[src/rtl/inst_buf_pkg.sv]
// Shared definitions for the fetch/decode boundary: default widths and the
// well-known program counter constants used by fetch and the instruction buffer.
package inst_buf_pkg;

  localparam int INST_L_DEF = 32;
  localparam int PC_L_DEF   = 32;

  // Reset vector and start of the main program image
  localparam logic [31:0] PC_ENTRY = 32'h0000_0000;
  localparam logic [31:0] PC_MAIN  = 32'h0000_1000;

endpackage

[src/rtl/inst_buf_ram.sv]
// DEPTH x W register array: one synchronous write port, one asynchronous read port.
// Contents are not reset; only the pointers in the parent define which entries are live.
module inst_buf_ram #(
  parameter int DEPTH = 4,
  parameter int PTR_L = 2,
  parameter int W     = 64
) (
  input  logic             clk,
  input  logic             we_i,
  input  logic [PTR_L-1:0] waddr_i,
  input  logic [W-1:0]     wdata_i,
  input  logic [PTR_L-1:0] raddr_i,
  output logic [W-1:0]     rdata_o
);

  logic [W-1:0] mem_q [DEPTH];

  // Store the incoming entry at the write address
  always_ff @(posedge clk) begin
    if (we_i) begin
      mem_q[waddr_i] <= wdata_i;
    end
  end

  assign rdata_o = mem_q[raddr_i];

endmodule

[src/rtl/inst_buf.sv]
// Instruction queue between fetch and decode with a show-ahead read port.
// Optional macro INST_BUF_BYPASS_EN: when the queue is empty and fetch writes,
// the incoming pc/inst is presented on the outputs in the same cycle and may be
// consumed by decode without ever being stored.
module inst_buf
  import inst_buf_pkg::*;
#(
  parameter int INST_L = INST_L_DEF,
  parameter int PC_L   = PC_L_DEF,
  parameter int DEPTH  = 4,
  parameter int PTR_L  = 2
) (
  input  logic              clk,
  input  logic              rst,
  input  logic              we,
  input  logic [PC_L-1:0]   pc_in,
  input  logic [INST_L-1:0] inst_in,
  output logic              buf_avail,
  output logic              buf_ack,
  input  logic              purge,
  input  logic              re,
  output logic              valid,
  output logic [PC_L-1:0]   pc_out,
  output logic [INST_L-1:0] inst_out,
  output logic [PTR_L:0]    count,
  output logic              ovf
);

  localparam int             ENT_L    = PC_L + INST_L;
  localparam logic [PTR_L:0] FULL_CNT = (PTR_L + 1)'(DEPTH);

  logic [PTR_L-1:0] wr_ptr_q, wr_ptr_d;
  logic [PTR_L-1:0] rd_ptr_q, rd_ptr_d;
  logic [PTR_L:0]   count_q, count_d;
  logic             ack_q, ack_d;
  logic             ovf_q, ovf_d;

  logic             empty, full;
  logic             pop, accept, store, byp;
  logic [ENT_L-1:0] head;

  assign empty = (count_q == '0);
  assign full  = (count_q == FULL_CNT);

`ifdef INST_BUF_BYPASS_EN
  assign byp = empty && we && !purge;
`else
  assign byp = 1'b0;
`endif

  // A stored entry leaves only when one exists; purge cancels every request.
  assign pop    = re && !empty && !purge;
  assign accept = we && !purge && (!full || pop);
  // A bypassed entry that decode takes immediately never occupies a slot.
  assign store  = accept && !(byp && re);

  inst_buf_ram #(
    .DEPTH (DEPTH),
    .PTR_L (PTR_L),
    .W     (ENT_L)
  ) u_ram (
    .clk     (clk),
    .we_i    (store),
    .waddr_i (wr_ptr_q),
    .wdata_i ({pc_in, inst_in}),
    .raddr_i (rd_ptr_q),
    .rdata_o (head)
  );

  // Next-state for pointers, occupancy, write acknowledge and overflow flag
  always_comb begin
    wr_ptr_d = wr_ptr_q;
    rd_ptr_d = rd_ptr_q;
    count_d  = count_q;
    ack_d    = 1'b0;
    ovf_d    = ovf_q;
    if (purge) begin
      wr_ptr_d = '0;
      rd_ptr_d = '0;
      count_d  = '0;
      ovf_d    = 1'b0;
    end else begin
      if (store) begin
        wr_ptr_d = wr_ptr_q + PTR_L'(1);
      end
      if (pop) begin
        rd_ptr_d = rd_ptr_q + PTR_L'(1);
      end
      count_d = count_q + {{PTR_L{1'b0}}, store} - {{PTR_L{1'b0}}, pop};
      ack_d   = accept;
      if (we && full && !pop) begin
        ovf_d = 1'b1;
      end
    end
  end

  // Control state register with asynchronous active-low reset
  always_ff @(posedge clk or negedge rst) begin
    if (!rst) begin
      wr_ptr_q <= '0;
      rd_ptr_q <= '0;
      count_q  <= '0;
      ack_q    <= 1'b0;
      ovf_q    <= 1'b0;
    end else begin
      wr_ptr_q <= wr_ptr_d;
      rd_ptr_q <= rd_ptr_d;
      count_q  <= count_d;
      ack_q    <= ack_d;
      ovf_q    <= ovf_d;
    end
  end

  // Show-ahead head selection; outputs read as zero when nothing is presented
  always_comb begin
    valid    = !empty || byp;
    pc_out   = '0;
    inst_out = '0;
    if (!empty) begin
      pc_out   = head[ENT_L-1:INST_L];
      inst_out = head[INST_L-1:0];
    end else if (byp) begin
      pc_out   = pc_in;
      inst_out = inst_in;
    end
  end

  assign buf_avail = !full;
  assign buf_ack   = ack_q;
  assign count     = count_q;
  assign ovf       = ovf_q;

endmodule
[config.mk]
export PLATFORM = sky130hd
export DESIGN_NAME = inst_buf
export DESIGN_NICKNAME = d
export VERILOG_FILES = /design/src/rtl/inst_buf_pkg.sv /design/src/rtl/inst_buf_ram.sv /design/src/rtl/inst_buf.sv
export SDC_FILE = /design/constraint.sdc
export NUM_CORES = 1
export LEC_CHECK = 0
export BUFFER_PORTS_ARGS = -buffer_cell sky130_fd_sc_hd__buf_2
export CAP_MARGIN = 10
export CORE_MARGIN = 4
export CORE_UTILIZATION = 57
export CTS_CLUSTER_SIZE = 20
export DETAILED_ROUTE_END_ITERATION = 16
export PLACE_DENSITY = 0.79
export SYNTH_ARGS = -nofsm -noshare
export SYNTH_HDL_FRONTEND = slang
export SYNTH_SLANG_ARGS = --single-unit
[constraint.sdc]
create_clock -name clk -period 3.7 [get_ports clk]
set_input_delay 0.37 -clock clk [delete_from_list [all_inputs] [get_ports clk]]
set_output_delay 0.37 -clock clk [all_outputs]
set_load 0.05 [all_outputs]
Word-level counts from Yosys, hierarchy flattened --
Memory sizes are Yosys's and may differ from the RTL's. Cells that the tools add are included.
Operators by class: div/mod/pow operators 0, bitwise logic cells 0, eq/ne operators 1, $add $sub $neg 4, shift-type cells 0, multiply operators 0, mux-type cells 12, reduce and logical (&&, ||, !) cells 15, order comparisons 0
Operator list (number):
- two-way mux 32 bit | 2
- two-way mux 2 bit | 4
- logical AND 1 bit | 6
- nonzero test 2 bit | 3
- two-way mux 1 bit | 5
- adder 2 x 1 -> 2 bit (second input constant) | 2
- logical NOT 1 bit | 4
- adder 3 x 1 -> 3 bit | 1
- equality test 3 bit (second input constant) | 1
- logical NOT 3 bit | 1
- two-way mux 3 bit | 1
- subtractor 3 x 1 -> 3 bit | 1
- logical OR 1 bit | 1
Word-level totals: memories kept 1, input port bits 69, bits in latches 0, logic and storage cells 38, register bits 9, memory bits (read-only) 0, bits in writable memories 256
Memories:
- u_ram.mem_q | depth 4, bits a word 64, rd ports 1, clocked after Yosys merged registers in 0, write ports 1, RTL line inst_buf_ram.sv:16 | logic [W-1:0] mem_q [DEPTH];

Logic depth before layout (Yosys ltp) --
Gate-level depths: netlist of the first run.
depth in word-level cells 9, depth in mapped cells 11

Modules after synthesis --
Synthesis of the first run repeated with hierarchy kept, for this count alone.
Second synthesis, totals: cells, all modules 452, area total of the unflattened synthesis 10233.6 um^2
Modules (own cells, without submodules):
- inst_buf_ram | area each 9341.5 um^2, cells each 338, times used 1
- inst_buf | area each 892.1 um^2, cells each 114, times used 1

Worst setup path after synthesis of the first run --
OpenSTA, ideal clock, no wires.
path type flip-flop to flip-flop, start point register count_q[1], in the netlist count[1], end point memory u_ram.mem_q[1][0], enable pin, arrival time 2.934 ns, stages on the path, launching flop included 4, required time 3.271 ns, period minus slack after synthesis 3.363 ns, path slack 0.337 ns, path buffers 0, cell sequence dfrtp_1 nor2_1 a311oi_4 and2_1
On the way: longest elaborated chain between the ends 8
Ends and longest elaborated chain:
- start: declaration | RTL line inst_buf.sv:34 | logic [PTR_L:0] count_q, count_d;
- start signal: assignment | RTL line inst_buf.sv:108 | count_q <= count_d;
- logical NOT 3 bit | RTL line inst_buf.sv:42 | assign empty = (count_q == '0);
- logical NOT 1 bit
- logical AND 1 bit (2 in series) | RTL line inst_buf.sv:52 | assign pop = re && !empty && !purge;
- logical OR 1 bit * | RTL line inst_buf.sv:53 | assign accept = we && !purge && (!full || pop);
- logical AND 1 bit * | RTL line inst_buf.sv:53
- two-way mux 1 bit * | RTL line inst_buf_ram.sv:20 | if (we_i) begin
- two-way mux 1 bit (implied by the code) * | RTL line inst_buf_ram.sv:21 | mem_q[waddr_i] <= wdata_i;
- end: declaration | RTL line inst_buf_ram.sv:16
Mark *: on every way between the ends. The rest lies on a longest branch, timed or not.

Worst setup path after layout of the first run --
start point register count_q[2], in the netlist count[2], end point output port inst_out[21]
On the way: longest elaborated chain between the ends 2
Ends and longest elaborated chain:
- logical NOT 3 bit | RTL line inst_buf.sv:42
- two-way mux 32 bit | RTL line inst_buf.sv:119 | if (!empty) begin
- end: declaration | RTL line inst_buf.sv:24 | output logic [INST_L-1:0] inst_out,
No other way between the ends.

==> results of run 1 <==
==> report_power, final <==
| group | switching, mW | internal (mW) |
|---|---|---|
| Clock | 1.08 | 1.62 |
| Combinational | 2.43 | 1.03 |
| Sequential | 0.175 | 3.49 |
| Total | 3.68 | 6.14 |
==> through the flow <==
step	setup WS [ns]	power, mW	area (sq um)	hold WS (ns)	util
6_report	0.668	9.82	12000	0.0550	0.688
5_1_grt	0.529	10.2	12000	0.0373	0.688
4_1_cts	0.634	9.93	12000	0.0271	0.688
3_5_place_dp	0.930	7.23	11100	0.232	0.637
3_3_place_gp	1.17	7.18	11100	0.224	0.637
2_1_floorplan	0.337	6.45	10200	0.0744	-
==> worst max-delay path by stage <==
stage / end / slack (ns) / start / depth (start not counted)
3_5_place_dp: count[2] / 0.93 / count[1] / 11
5_1_grt: inst_out[22] / 0.53 / count[2] / 3
3_3_place_gp: count[2] / 1.17 / count[1] / 11
4_1_cts: pc_out[28] / 0.63 / count[2] / 3
2_1_floorplan: u_ram.mem_q[1][0] / 0.34 / count[1] / 3
6_report: inst_out[21] / 0.67 / count[2] / 3
==> layout make-up <==
type	count	area [sq um]	area share
flip-flops and latches	265	7920	0.661
multi-input cells	162	2140	0.178
repair buffers	142	733	0.0612
clock buffers	33	698	0.0583
well taps	225	282	0.0235
clock inverters	17	188	0.0157
inverters	7	26.3	0.00219
diodes	1	2.50	0.000209
==> sequential cells by signal (all words and copies together) (netlist names) <==
register / flops
u_ram.mem_q: 256
count: 3
rd_ptr_q: 2
wr_ptr_q: 2
buf_ack: 1
ovf: 1
==> per-layer routing <==
metal	global-route usage	vias up	wire, um
met5	0	-	12
li1	-	2157	-
met2	0.309	188	9270
met4	0.0419	2	348
met3	0.0421	33	1340
met1	0.265	2451	7540
==> cell usage in the layout, fill, tap and decap left out, types with 2 or more instances in the layout <==
cell type / count
edfxtp_1: 256
buf_2: 139
and2_1: 65
mux4_2: 64
clkbuf_16: 27
nor2_1: 8
inv_1: 7
dfrtp_1: 7
ha_1: 6
clkbuf_1: 6
clkinv_1: 6
and2_4: 4
bufinv_16: 4
clkinv_2: 4
xor2_1: 3
inv_6: 2
dfrtp_4: 2
==> worst max-delay path: stages (launching register included) <==
cell and delay [ns]:
dfrtp_1 0.49, or3_2 1.02, and2_1 0.37, buf_2 0.22
==> kinds of logic (layout without fill, tap and decap cells) <==
kind of cell / Yosys count / in the layout / share of synthesized area
compound gates: 4 / 4 / 0.00502
flops: 265 / 265 / 0.775
xor+xnor: 3 / 3 / 0.00257
simple gates: 82 / 82 / 0.0479
other cells: 0 / 1 / 0
buf+inv: 30 / 199 / 0.0170
mux: 66 / 66 / 0.143
fa+ha+maj: 7 / 7 / 0.00931
==> what timing repair did <==
| item | 4_1_cts | 5_1_grt |
|---|---|---|
| hold endpoints to repair | 9 | 0 |
| resized for setup | 0 | 0 |
| hold buffers | 1 | 0 |
==> qor.txt, run 1 <==
Routed Antenna Nets = 0
CP Class = reg2out
critical path peak fanout = 65
Pre-antenna DRT Iters = 5
FF-to-FF Start = count[1]
TNS Setup = 0 ns
Worst Setup Start Kind = register
die area = 20100 sq um
# fillers = 1117
post-synthesis cell type count = 25
Peak VDD IR = 0.918 mV
Tmin final = 3.03 ns
post-synth net total = 533
PwrDens = 820 nW/um^2
Final Setup Violations = 0
Clk Latency, worst-skew pair = 0.53 ns
Cell Area, Synth = 10200 sq um
worst reg2reg path depth = 11
fin crit share = 0.820
Area contributors post-synth = edfxtp_1, mux4_2, and2_1
critical path capture point type = output pin
io pins = 140
largest net degree at the start of global routing = 66
CTS clock-pin slew for the worst setup and hold paths = 0.06 ns
routability cong. = 0.739
Post-synth EDFFs = 256
MaxCap Viol Count = 0
Seq cells post-synth = 265
row cnt = 48
Leak = 4.18 nW
RSZ-0062 raised after global routing = no
Worst EP required = 3.33 ns
Die Width = 142 um
Hold Path Stages = 1
share of synthesized registers carrying an async set or reset = 0.0340
Final Hold Violating Endpoints = 0
Slew Viols, Final = 0
WHS Endpoint = u_ram.mem_q[1][2]
TritonCTS buffer count = 27
I/O Buffers = 139
Clock H-tree levels = 1
top cells by count, synth = edfxtp_1, and2_1, mux4_2, dfrtp_1
reg2reg end = count[2]
R2R Setup Slk = 0.87 ns
Initial Util = 0.586
Root Driver = clkbuf_16
Post-Route WL = 18500 um
first-pass GRT wire length = 29300 um
grt total ovfl = 0
postcts setup bufs = 0
final routed DRC violation total = 0
CTS tree = done
post-synthesis sequential area ratio = 0.775
most numerous cell in the Yosys netlist = edfxtp_1
hold_sp = inst_in[2]
Ys Warns = 0
Cells after DPL = 800
Iteration-0 DRC Markers = 287
worst slew pin tran = 1.18 ns
Max Clk Rate = 330 MHz
vias in the first global route = 5336
synth-to-layout area growth = 17.4%
Vias/cell = 5.67
Non-Filler Instances = 852
Avg WL per Cell = 21.7 um
Die Ht = 142 um
layout cells sized above 1 = 0.401
Total Routing Usage GR = 0.188
vias = 4831
Synth top area share = 0.753
skew final = 0.0113 ns
hpwl dp = 10100 um
nets = 681
Rel. slew slack = 0.214
Mapped Cells = 457
cell taking the most area after synthesis = edfxtp_1
Arr. time, crit path = 2.66 ns
synthesized area per cell = 22.3 sq um
Worst Hold Class = in2reg
clk buf depth = 3
Num Clock Sinks = 265
core area = 17400 sq um
status = complete, no violations
initial antenna violation count = 2
Top FF cell, synth = edfxtp_1
Power figures use the tool's default switching activity.
==> run 2: changes to the inputs <==
==> constraint.sdc (replaced) <==
create_clock -name clk -period 2.85 [get_ports clk]
set_input_delay 0.285 -clock clk [delete_from_list [all_inputs] [get_ports clk]]
set_output_delay 0.285 -clock clk [all_outputs]
set_load 0.05 [all_outputs]
==> run 2 against run 1 <==
Effect of this change: hold slack better by 0.047 ns; sequential cell count is the same; utilization rose by 5.3 points; global-route usage is 1.1 points higher; clock power rose by 28%; register-to-register slack lost 0.75 ns; clock skew fell by 0.0047 ns; count of clock-buffer cells in the layout shrank 4; via count is 8.6% higher; power increased by 32%; setup slack lost 0.54 ns; critical path type is now reg2reg; critical endpoint is now count[2]; largest power group is now combinational cells.
==> qor.txt, run 2 (same netlist as run 1, synthesis figures left out) <==
status = complete, no violations
largest net degree at the start of global routing = 47 (-29%)
hold_sp = we
initial antenna violation count = 1 (-1)
layout cells sized above 1 = 0.390 (-0.0114)
Final Setup Violations = 0 (unchanged)
Slew Viols, Final = 0 (unchanged)
R2R Setup Slk = 0.12 ns (-0.75 ns)
critical path peak fanout = 9 (-86%)
io pins = 140 (unchanged)
nets = 767 (+13%)
Routed Antenna Nets = 0 (unchanged)
Largest Register = u_ram.mem_q
crit path launch = count[2]
PwrDens = 1010 nW/um^2 (+23%)
clk buf depth = 3 (unchanged)
Final Hold Violating Endpoints = 0 (unchanged)
synth-to-layout area growth = 26.4%
area used by multi-input combinational logic = 2140 sq um (unchanged)
area occupied by registers = 7920 sq um (unchanged)
TritonCTS buffer count = 26 (-3.7%)
Pre-antenna DRT Iters = 4 (-1)
hpwl dp = 11900 um (+19%)
vias in the first global route = 5658 (+6.0%)
MaxCap Viol Count = 0 (unchanged)
post-route cell area = 12900 sq um (+7.7%)
CP Class = reg2reg
I/O Buffers = 139 (unchanged)
Num Clock Sinks = 265 (unchanged)
first-pass GRT wire length = 31000 um (+5.8%)
skew final = 0.00664 ns (-0.00470 ns)
die area = 20100 sq um (unchanged)
FF-to-FF Start = count[2]
CTS tree = done
final routed DRC violation total = 0 (unchanged)
most frequent cells in the layout = edfxtp_1, buf_2, and2_1, dlygate4sd3_1, mux4_2
CTS clock-pin slew for the worst setup and hold paths = 0.06 ns (about the same)
Final Core Density = 0.741 (+0.0532)
Die Width = 142 um (unchanged)
Peak VDD IR = 1.22 mV (+32%)
Die Ht = 142 um (unchanged)
Worst Setup Start Kind = register
fin crit share = 0.956
worst slew pin tran = 0.504 ns (-0.675 ns)
row cnt = 48 (unchanged)
post-CTS sizing = 0 (unchanged)
Clk Latency, worst-skew pair = 0.51 ns (-0.02 ns)
Iteration-0 DRC Markers = 279 (-2.8%)
grt total ovfl = 0 (unchanged)
commonest non-fill, non-tap cell in the layout = edfxtp_1
RSZ-0062 raised after global routing = no
critical path capture point type = register
core area = 17400 sq um (unchanged)
Worst EP required = 3.26 ns (-0.07 ns)
Leak = 4.60 nW (+10%)
Initial Util = 0.586 (unchanged)
Clock H-tree levels = 1 (unchanged)
TNS Setup = 0 ns (unchanged)
Post-Route WL = 19800 um (+6.8%)
Arr. time, crit path = 3.14 ns (+0.48 ns)
vias = 5246 (+8.6%)
Root Driver = clkbuf_16
# fillers = 1031 (-7.7%)
Max Clk Rate = 367 MHz
Total Routing Usage GR = 0.200 (+0.0113)
Worst Hold Class = in2reg
Avg WL per Cell = 21.1 um (-2.9%)
Rel. slew slack = 0.664 (+0.450)
DP Area = 11300 sq um (+2.2%)
max reg flops = 256 (unchanged)
routability cong. = 0.779 (+5.4%)
Tmin final = 2.73 ns
Vias/cell = 5.60 (-1.3%)
## run 2: what timing repair did
item,4_1_cts,5_1_grt
setup endpoints to repair,0,1
hold buffers,65,0
hold endpoints to repair,264,0
setup buffers,0,5
## run 2: critical path: stages (launching register included)
cell     delay, ns
dfrtp_1       0.48
o31ai_1       0.50
nor2_1        0.11
ha_1          0.30
inv_1         0.08
ha_1          0.18
inv_1         0.07
fa_1          0.40
xor2_1        0.17
and2_1        0.18
nor3_1        0.17
## run 2: metal layers
| layer | routed length, um | track usage | share of wire | vias up |
|---|---|---|---|---|
| li1 | - | - | - | 2320 |
| met1 | 7970 | 0.267 | 0.40 | 2732 |
| met2 | 10300 | 0.345 | 0.52 | 171 |
| met3 | 1260 | 0.0442 | 0.064 | 21 |
| met4 | 209 | 0.0389 | 0.011 | 2 |
| met5 | 12 | 0 | 0.00061 | - |
## run 2: final timing paths
kind,depth (start not counted),end
hold / removal,3,ovf
setup reg to reg,10,count[2]
setup / recovery,10,count[2]
hold reg to reg,2,ovf
min in group asynchronous,2,count[2]
max in group asynchronous,2,rd_ptr_q[1]
## run 2: cell type report
cell class	instances	share of cell area
clock buffers	29	0.0529
repair buffers	229	0.129
diodes	1	0.000194
inverters	7	0.00204
multi-input cells	162	0.165
flip-flops and latches	265	0.613
clock inverters	19	0.0157
well taps	225	0.0218
## run 2: where the power goes
part	switching, mW	total (mW)	internal, mW	leakage [nW]
Combinational	3.31	4.87	1.56	1.72
Sequential	0.154	4.68	4.52	2.44
Clock	1.36	3.45	2.09	0.435
Total	4.82	13.0	8.18	4.60
## run 2: stage by stage
stage / worst slack (ns) / total power, mW / std cells / hold slack, ns
2_1_floorplan: 0.0125 / 8.37 / 457 / -0.0106
6_report: 0.125 / 13.0 / 937 / 0.102
3_3_place_gp: 0.491 / 9.48 / 818 / 0.142
4_1_cts: 0.0666 / 13.1 / 931 / 0.0698
3_5_place_dp: 0.220 / 9.56 / 818 / 0.147
5_1_grt: 0.00949 / 13.5 / 936 / 0.0878
